**config.mk**
```make
export PLATFORM = sky130hd
export DESIGN_NAME = adc_scan_sequencer
export DESIGN_NICKNAME = d
export VERILOG_FILES = /design/src/rtl/adc_scan_sequencer.sv
export SDC_FILE = /design/constraint.sdc
export NUM_CORES = 1
export LEC_CHECK = 0
export BUFFER_PORTS_ARGS = -buffer_cell sky130_fd_sc_hd__buf_2
export CORE_UTILIZATION = 32
export DETAILED_ROUTE_END_ITERATION = 12
export GPL_ROUTABILITY_DRIVEN = 0
export PLACE_DENSITY = 0.57
export SLEW_MARGIN = 20
export SYNTH_ARGS = -nofsm -noshare
export SYNTH_HDL_FRONTEND = slang
export SYNTH_SLANG_ARGS = --single-unit
```
**constraint.sdc**
```tcl
create_clock -name PCLK -period 3.7 [get_ports PCLK]
set_input_delay 0.555 -clock PCLK [delete_from_list [all_inputs] [get_ports PCLK]]
set_output_delay 0.555 -clock PCLK [all_outputs]
set_load 0.01 [all_outputs]
```
**src/rtl/adc_scan_sequencer.sv**
```systemverilog
// ---------------------------------------------------------------------------
// adc_scan_sequencer
//
// Walks through the channels enabled in chan_mask in ascending order. For each
// channel it selects the AMUX input, waits for the input to settle, fires a
// one-cycle ADC trigger and then waits a bounded time for the conversion
// result. Each result comes out as a one-cycle res_valid strobe, and the end of
// the scan is marked by a one-cycle scan_done strobe.
//
// Ports
//   PCLK          clock, all state changes on the rising edge
//   PRESETn       synchronous active-low reset
//   start         one-cycle pulse that starts a scan (ignored while busy)
//   abort         drops back to IDLE on the next edge, with no strobes
//   chan_mask     enabled channels (bit i = channel i), latched at start
//   settle_cycles AMUX settling delay in cycles, latched at start
//   amux_sel      channel select to the AMUX
//   adc_trigger   one-cycle conversion start
//   adc_done      one-cycle conversion complete, only looked at in WAIT
//   adc_data      conversion result, valid together with adc_done
//   res_valid     one-cycle result strobe
//   res_chan      channel of the most recent result
//   res_data      most recent result
//   busy          high whenever the sequencer is not in IDLE
//   scan_done     one-cycle end-of-scan strobe
//   timeout_err   sticky flag: some conversion in the scan never completed
// ---------------------------------------------------------------------------
module adc_scan_sequencer #(
   parameter int  NUM_CH    = 8,
   parameter int  RES_WIDTH = 12,
   parameter int  TIMEOUT   = 255,
   localparam int CW        = $clog2(NUM_CH)
) (
   input  logic                 PCLK,
   input  logic                 PRESETn,
   input  logic                 start,
   input  logic                 abort,
   input  logic [NUM_CH-1:0]    chan_mask,
   input  logic [7:0]           settle_cycles,
   output logic [CW-1:0]        amux_sel,
   output logic                 adc_trigger,
   input  logic                 adc_done,
   input  logic [RES_WIDTH-1:0] adc_data,
   output logic                 res_valid,
   output logic [CW-1:0]        res_chan,
   output logic [RES_WIDTH-1:0] res_data,
   output logic                 busy,
   output logic                 scan_done,
   output logic                 timeout_err
);

   typedef enum logic [2:0] {
      S_IDLE,
      S_SETTLE,
      S_TRIG,
      S_WAIT,
      S_NEXT
   } state_t;

   state_t               state_q,       state_d;
   logic [NUM_CH-1:0]    mask_q,        mask_d;
   logic [7:0]           settle_q,      settle_d;
   logic [7:0]           cnt_q,         cnt_d;
   logic [CW-1:0]        amux_sel_q,    amux_sel_d;
   logic                 adc_trigger_q, adc_trigger_d;
   logic                 res_valid_q,   res_valid_d;
   logic [CW-1:0]        res_chan_q,    res_chan_d;
   logic [RES_WIDTH-1:0] res_data_q,    res_data_d;
   logic                 busy_q,        busy_d;
   logic                 scan_done_q,   scan_done_d;
   logic                 timeout_err_q, timeout_err_d;

   // Channel launch request shared by IDLE (first channel) and NEXT (later ones)
   logic                 launch;
   logic [NUM_CH-1:0]    launch_mask;
   logic [7:0]           launch_settle;
   // Current channel finished, either by a result or by a timeout
   logic                 finish_ch;
   logic [NUM_CH-1:0]    rem_mask;

   // Index of the lowest set bit; scanning high to low leaves the lowest last.
   function automatic logic [CW-1:0] lowest_set(input logic [NUM_CH-1:0] m);
      logic [CW-1:0] idx;
      idx = '0;
      for (int i = NUM_CH - 1; i >= 0; i--) begin
         if (m[i]) idx = CW'(i);
      end
      return idx;
   endfunction

   always_comb begin
      state_d       = state_q;
      mask_d        = mask_q;
      settle_d      = settle_q;
      cnt_d         = cnt_q;
      amux_sel_d    = amux_sel_q;
      adc_trigger_d = 1'b0;
      res_valid_d   = 1'b0;
      res_chan_d    = res_chan_q;
      res_data_d    = res_data_q;
      scan_done_d   = 1'b0;
      timeout_err_d = timeout_err_q;
      launch        = 1'b0;
      launch_mask   = mask_q;
      launch_settle = settle_q;
      finish_ch     = 1'b0;
      rem_mask      = mask_q & ~(NUM_CH'(1) << amux_sel_q);

      case (state_q)
         S_IDLE: begin
            if (start) begin
               timeout_err_d = 1'b0;
               if (chan_mask != '0) begin
                  mask_d        = chan_mask;
                  settle_d      = settle_cycles;
                  launch        = 1'b1;
                  launch_mask   = chan_mask;
                  launch_settle = settle_cycles;
               end else begin
                  // Empty scan: report completion without ever going busy
                  scan_done_d = 1'b1;
               end
            end
         end
         S_SETTLE: begin
            if (cnt_q == 8'd0) begin
               state_d       = S_TRIG;
               adc_trigger_d = 1'b1;
            end else begin
               cnt_d = cnt_q - 8'd1;
            end
         end
         S_TRIG: begin
            state_d = S_WAIT;
            cnt_d   = 8'd1;          // cnt_q counts WAIT cycles starting at 1
         end
         S_WAIT: begin
            if (adc_done) begin
               res_data_d  = adc_data;
               res_chan_d  = amux_sel_q;
               res_valid_d = 1'b1;
               finish_ch   = 1'b1;
            end else if (cnt_q == 8'(TIMEOUT)) begin
               timeout_err_d = 1'b1;
               finish_ch     = 1'b1;
            end else begin
               cnt_d = cnt_q + 8'd1;
            end
         end
         S_NEXT: begin
            if (mask_q == '0) begin
               state_d = S_IDLE;
            end else begin
               launch = 1'b1;
            end
         end
         default: state_d = S_IDLE;
      endcase

      // scan_done is raised on entry to NEXT so it lines up with the last
      // res_valid of the scan.
      if (finish_ch) begin
         state_d     = S_NEXT;
         mask_d      = rem_mask;
         scan_done_d = (rem_mask == '0);
      end

      if (launch) begin
         amux_sel_d = lowest_set(launch_mask);
         if (launch_settle == 8'd0) begin
            state_d       = S_TRIG;
            adc_trigger_d = 1'b1;
         end else begin
            state_d = S_SETTLE;
            cnt_d   = launch_settle - 8'd1;
         end
      end

      // Abort wins over everything, including a start in the same cycle: the
      // scan vanishes without strobes and the visible results are left alone.
      if (abort) begin
         state_d       = S_IDLE;
         mask_d        = mask_q;
         settle_d      = settle_q;
         cnt_d         = cnt_q;
         amux_sel_d    = amux_sel_q;
         adc_trigger_d = 1'b0;
         res_valid_d   = 1'b0;
         res_chan_d    = res_chan_q;
         res_data_d    = res_data_q;
         scan_done_d   = 1'b0;
         timeout_err_d = timeout_err_q;
      end

      busy_d = (state_d != S_IDLE);
   end

   always_ff @(posedge PCLK) begin
      if (!PRESETn) begin
         state_q       <= S_IDLE;
         mask_q        <= '0;
         settle_q      <= '0;
         cnt_q         <= '0;
         amux_sel_q    <= '0;
         adc_trigger_q <= 1'b0;
         res_valid_q   <= 1'b0;
         res_chan_q    <= '0;
         res_data_q    <= '0;
         busy_q        <= 1'b0;
         scan_done_q   <= 1'b0;
         timeout_err_q <= 1'b0;
      end else begin
         state_q       <= state_d;
         mask_q        <= mask_d;
         settle_q      <= settle_d;
         cnt_q         <= cnt_d;
         amux_sel_q    <= amux_sel_d;
         adc_trigger_q <= adc_trigger_d;
         res_valid_q   <= res_valid_d;
         res_chan_q    <= res_chan_d;
         res_data_q    <= res_data_d;
         busy_q        <= busy_d;
         scan_done_q   <= scan_done_d;
         timeout_err_q <= timeout_err_d;
      end
   end

   assign amux_sel    = amux_sel_q;
   assign adc_trigger = adc_trigger_q;
   assign res_valid   = res_valid_q;
   assign res_chan    = res_chan_q;
   assign res_data    = res_data_q;
   assign busy        = busy_q;
   assign scan_done   = scan_done_q;
   assign timeout_err = timeout_err_q;

endmodule

```
==> impl_metrics.env, run 1 <==
export IMPL_yosysTopAreaCell="dfxtp_1"
export IMPL_synth_seq_area_share_pct=31.45
export IMPL_hold_depth=2
export IMPL_synth_fp_nets=460
export IMPL_worstSetupPathType="flip-flop to flip-flop"
export IMPL_hold_ws_ps=456.5
export IMPL_crit_buf_inv=0
export IMPL_fin_crit_ps=3265
export IMPL_finalSetupTns_ps=0
export IMPL_ys_async_sr_fraction_pct=0
export IMPL_cts_tree="done"
export IMPL_rr_worst_depth=9
export IMPL_slowest_stage="or4b_4"
export IMPL_hold_path_class="flip-flop to flip-flop"
export IMPL_ioPinCount=56
export IMPL_fmax_ghz=0.3062
export IMPL_seqCellArea_mm2=0.001001
export IMPL_post_cts_repair_setup_buffers=0
export IMPL_critPathTopFamily="simple AND/OR/NAND/NOR gates"
export IMPL_slowest_delay_ps=610
export IMPL_drv_cap=0
export IMPL_synthCells=422
export IMPL_crit_required_ps=3900
export IMPL_die_area_mm2=0.01035
export IMPL_die_w_um=101.7
export IMPL_grt_antenna_before_repair=0
export IMPL_crit_chain="or4b_4 > a31oi_1 > mux2i_1 > ha_1 > nand4b_1 > mux2i_4 > nand2b_4 > a211oi_1 > o311a_1"
export IMPL_synth_top_area_share_pct=31.45
export IMPL_fp_dieH_um=101.7
export IMPL_sequentialPowerShare_pct=46.4
export IMPL_cp_max_fo=10
export IMPL_clkPwrFrac_pct=26.8
export IMPL_cp_start_kind="flip-flop"
export IMPL_irDropWorstVdd_v=0.0001481
export IMPL_fp_row_count=36
export IMPL_cts_path_max_buffers=2
export IMPL_via_per_inst=5.465
export IMPL_relSlewSlack_pct=53.65
export IMPL_cts_hold_fix_buffers=0
export IMPL_grt_use_total_pct=17.82
export IMPL_p_comb_share_pct=26.8
export IMPL_rsz0062_at_grt="no"
export IMPL_clock_latency_ps=310
export IMPL_crit_arrival_ps=3470
export IMPL_diodes=0
export IMPL_synth_edff_count=0
export IMPL_end_kind="flip-flop"
export IMPL_multi_input_area_mm2=0.002004
export IMPL_io_buffers=55
export IMPL_first_global_vias=2945
export IMPL_switchingPower_uw=450.2
export IMPL_worstMarginPinSlew_ps=693.8
export IMPL_synth_flop_cell="dfxtp_1"
export IMPL_swShare_pct=34.66
export IMPL_post_synth_top_count_cell="nand2_1"
export IMPL_syn_area_per_cell_um2=7.543
export IMPL_nets=498
export IMPL_wl_per_cell_um=14.93
export IMPL_grt_pass1_wl_um=14690
export IMPL_power_leakage_nw=1.400
export IMPL_syn_area_mm2=0.003183
export IMPL_numCtsBuffers=5
export IMPL_area_growth_pct=14.07
export IMPL_clock_sinks=50
export IMPL_drive_gt1_share_pct=18.00
export IMPL_setup_viol=0
export IMPL_cts_resized=0
export IMPL_hold_viol=0
export IMPL_ys_ff_latch=50
export IMPL_cts_max_level=2
export IMPL_nFillCells=1046
export IMPL_ant_nets=0
export IMPL_fin_crit_sh_pct=88.26
export IMPL_p_int_uw=848.8
export IMPL_via_count=3246
export IMPL_power_density_mw_per_mm2=357.7
export IMPL_drt_first_pass_iters=4
export IMPL_totalWireLength_um=8867
export IMPL_clockRootBuffer="clkbuf_8"
export IMPL_report_final_slew_viol_count=0
export IMPL_grt_max_degree=34
export IMPL_synthTopCellsByCount="nand2_1 (55), dfxtp_1 (50), a21oi_1 (46), nor2_1 (46), clkbuf_1 (21)"
export IMPL_ys_warn_count=0
export IMPL_coreArea_mm2=0.009684
export IMPL_initial_core_util_pct=32.87
export IMPL_grt_remaining_overflow=0
export IMPL_dpl_hpwl_um=6578
export IMPL_cp_num_cells=9
export IMPL_clock_skew_ps=12.83
export IMPL_run_status="finished, final reports clean"
export IMPL_yosysUniqueCellTypes=69
export IMPL_drtIter0Drc=176
export IMPL_clk_pin_slew_ps=110
export IMPL_synth_area_leaders="dfxtp_1 (31%), a21oi_1 (7.2%), nand2_1 (6.5%)"
export IMPL_drc=0
export IMPL_p_total_mw=1.299
[flip-flops by register name, indices dropped and copies added (netlist names)]
name and flops:
mask_q 8, res_valid 1, state_q 3, scan_done 1, busy 1, cnt_q 8
amux_sel 3, settle_q 8, res_chan 3, timeout_err 1, adc_trigger 1, res_data 12
[final cells by class]
type | instances | share of cell area (%)
Multi-Input combinational cell | 329 | 55.20
Sequential cell | 50 | 27.57
Timing Repair Buffer | 59 | 8.408
Tap cell | 133 | 4.583
Clock buffer | 5 | 1.895
Inverter | 15 | 1.551
Clock inverter | 3 | 0.7926
[worst min-delay path, delay by kind of cell, from the launching register on]
| kind | cells | cell delay, ps |
|---|---|---|
| AOI/OAI and AO/OA | 1 | 50 |
| and+or+nand+nor | 1 | 50 |
| DFF | 1 | 320 |
[worst paths after layout]
kind	startpoint	to	slack, ps
hold / removal	res_data[0]	res_data[0]	460
setup / recovery	state_q[0]	cnt_q[3]	430
setup reg to reg	state_q[0]	cnt_q[3]	430
hold reg to reg	res_data[0]	res_data[0]	460
[through the flow]
step | setup WS (ps) | utilization, % | cells | cell area (µm²)
6_report | 434.6 | 37.49 | 594 | 3631
5_1_grt | 92.20 | 37.49 | 594 | 3631
4_1_cts | 406.1 | 37.49 | 594 | 3631
3_5_place_dp | 271.2 | 36.49 | 586 | 3533
3_3_place_gp | 424.6 | 36.49 | 586 | 3533
2_1_floorplan | 651.0 | - | 422 | 3183
[cell usage in the layout, fill, tap and decap left out, types with 2 or more instances in the layout]
cell / count
a211oi_1: 6
a21boi_0: 2
a21o_1: 2
a21oi_1: 46
a22oi_1: 8
a31o_2: 2
a31oi_1: 6
a32o_1: 2
a32oi_1: 2
and2_1: 11
and3_1: 2
buf_2: 55
buf_4: 4
clkbuf_8: 5
dfxtp_1: 50
ha_1: 5
inv_1: 14
mux2i_1: 6
nand2_1: 55
nand2b_1: 5
nand3_1: 7
nand3b_1: 4
nand4_1: 7
nand4b_1: 3
nor2_1: 46
nor3_1: 8
nor3b_1: 4
nor4_1: 4
o21ai_0: 19
o22ai_1: 14
o311a_1: 2
o31ai_1: 4
or3_1: 4
or3b_2: 2
xnor2_1: 8
xor2_1: 3
[logic make-up (layout without fill, tap and decap cells)]
group	after synthesis	after routing	share of synthesized area, %
adder cells (fa/ha/maj)	5	5	1.965
buffers and inverters	43	82	5.582
AND/OR/NAND/NOR	173	173	27.75
multiplexers	8	8	3.302
AO/OA/AOI/OAI	132	132	26.93
flip-flops	50	50	31.45
XOR/XNOR	11	11	3.027
[per-layer routing]
| metal | vias to the layer above | routed length, µm | GRT usage, % |
|---|---|---|---|
| li1 | 1601 | - | - |
| met1 | 1572 | 4193 | 24.30 |
| met2 | 67 | 4269 | 29.73 |
| met3 | 6 | 327 | 2.346 |
| met4 | 0 | 76 | 4.125 |
| met5 | - | 0 | 0 |
[power groups by stage]
stage / Clock (mW) / Sequential, mW / Combinational, mW
floorplan: 0 / 0.594 / 0.273
global placement: 0 / 0.614 / 0.342
detailed placement: 0 / 0.614 / 0.344
CTS: 0.363 / 0.602 / 0.346
global route: 0.387 / 0.609 / 0.385
finish: 0.348 / 0.603 / 0.348
Power figures use the tool's default switching activity.
==> run 2: changes to the inputs <==
GPL_TIMING_DRIVEN = 0   (was not set)
==> impl_metrics.env, run 2 (synthesis results as in run 1) <==
export IMPL_run_status="finished, final reports clean"
export IMPL_report_final_slew_viol_count=0
export IMPL_clock_latency_ps=310
export IMPL_grt_remaining_overflow=0
export IMPL_rsz0062_at_grt="no"
export IMPL_via_per_inst=5.540
export IMPL_cp_max_fo=10
export IMPL_crit_arrival_ps=3640
export IMPL_layout_common_cells="buf_2 (58), nand2_1 (55), dfxtp_1 (50), nor2_1 (46), a21oi_1 (46)"
export IMPL_critPathCapture="cnt_q[3]"
export IMPL_drv_cap=0
export IMPL_numCtsBuffers=5
export IMPL_grt_use_total_pct=18.64
export IMPL_coreArea_mm2=0.009684
export IMPL_critPathTopFamily="simple AND/OR/NAND/NOR gates"
export IMPL_nets=521
export IMPL_cp_start_kind="flip-flop"
export IMPL_initial_core_util_pct=32.87
export IMPL_seqCellArea_mm2=0.001001
export IMPL_fin_crit_sh_pct=92.86
export IMPL_multi_input_area_mm2=0.002018
export IMPL_final_cell_area_mm2=0.003750
export IMPL_die_w_um=101.7
export IMPL_largest_reg_flops=12
export IMPL_clock_sinks=50
export IMPL_dpl_cell_area_mm2=0.003620
export IMPL_grt_pass1_wl_um=15340
export IMPL_p_total_mw=1.377
export IMPL_fmax_ghz=0.2910
export IMPL_irDropWorstVdd_v=0.0001883
export IMPL_io_buffers=54
export IMPL_slowest_stage="or4b_4"
export IMPL_grt_max_degree=18
export IMPL_nFillCells=1045
export IMPL_cp_startpoint="state_q[0]"
export IMPL_ioPinCount=56
export IMPL_worstSetupPathType="flip-flop to flip-flop"
export IMPL_first_global_vias=3019
export IMPL_dpl_hpwl_um=7313
export IMPL_post_cts_repair_setup_buffers=0
export IMPL_end_kind="flip-flop"
export IMPL_power_density_mw_per_mm2=367.2
export IMPL_cp_num_cells=11
export IMPL_fp_row_count=36
export IMPL_dpl_worst_slack_ps=-52.77
export IMPL_layout_setup_ws_ps=264.1
export IMPL_layout_commonest_cell="buf_2"
export IMPL_crit_buf_inv=2
export IMPL_final_util_pct=38.72
export IMPL_via_count=3418
export IMPL_drt_first_pass_iters=5
export IMPL_clock_skew_ps=13.96
export IMPL_reg2reg_from="state_q[0]"
export IMPL_setup_viol=0
export IMPL_grt_antenna_before_repair=0
export IMPL_hold_depth=2
export IMPL_cts_max_level=2
export IMPL_cpMostUsedCell="buf_2"
export IMPL_cts_path_max_buffers=2
export IMPL_finalSetupTns_ps=0
export IMPL_fin_crit_ps=3436
export IMPL_drc=0
export IMPL_ff2ff_setup_slack_ps=260
export IMPL_drive_gt1_share_pct=17.56
export IMPL_totalWireLength_um=9623
export IMPL_drtIter0Drc=219
export IMPL_cts_tree="done"
export IMPL_diodes=0
export IMPL_relSlewSlack_pct=20.62
export IMPL_hold_viol=0
export IMPL_clockRootBuffer="clkbuf_8"
export IMPL_wl_per_cell_um=15.60
export IMPL_area_growth_pct=17.81
export IMPL_ant_nets=0
export IMPL_fp_dieH_um=101.7
export IMPL_cts_resized=0
export IMPL_crit_required_ps=3910
export IMPL_r2r_end="cnt_q[3]"
export IMPL_rr_worst_depth=11
export IMPL_cts_hold_fix_buffers=0
export IMPL_crit_chain="buf_2 > or4b_4 > a31oi_1 > buf_2 > mux2i_1 > ha_1 > nand4b_1 > mux2i_4 > nand2b_4 > a211oi_1 > o311a_1"
export IMPL_slowest_delay_ps=580
export IMPL_worstMarginPinSlew_ps=1188
export IMPL_power_leakage_nw=1.437
export IMPL_hold_path_class="flip-flop to flip-flop"
export IMPL_die_area_mm2=0.01035
export IMPL_clk_pin_slew_ps=110
## run 2: worst min path at each step
stage | startpoint | to
after floorplan | settle_q[6] | settle_q[6]
after global placement | res_data[6] | res_data[6]
after detailed placement | res_chan[2] | res_chan[2]
after CTS | res_chan[2] | res_chan[2]
after global routing | adc_data[1] | res_data[1]
final | res_data[0] | res_data[0]
## run 2: worst reg2reg max path: cells and delay by family (launching register included)
family,cells,cell delay (ps)
compound gates,3,610
fa+ha+maj,1,270
buf+inv,2,490
mux,2,660
simple gates,3,1000
flops,1,310
## run 2: report_power, final
group	leakage (nW)	switching [mW]	internal, mW
logic	0.972	0.231	0.155
clock network	0.0587	0.198	0.205
registers	0.406	0.0256	0.562
total	1.44	0.455	0.922
## run 2: per-layer routing
layer	up-vias	routed length, µm	global-route usage [%]
met5	-	0	0
met4	0	150	5.797
met3	17	531	2.139
met2	123	4628	31.29
met1	1624	4311	24.91
li1	1654	-	-
## run 2: final cells by class
cell class / count / area share [%]
repair buffers: 54 / 7.207
clock inverters: 3 / 1.268
inverters: 15 / 1.502
clock buffers: 5 / 1.835
well taps: 133 / 4.438
multi-input cells: 329 / 53.82
plain buffers: 28 / 3.237
flip-flops and latches: 50 / 26.69
## run 2: per-stage QoR
| stage | instances | hold WS [ps] |
|---|---|---|
| 3_3_place_gp | 609 | 439.9 |
| 4_1_cts | 617 | 457.7 |
| 3_5_place_dp | 609 | 444.2 |
| 2_1_floorplan | 422 | 478.9 |
| 5_1_grt | 617 | 453.0 |
| 6_report | 617 | 457.1 |
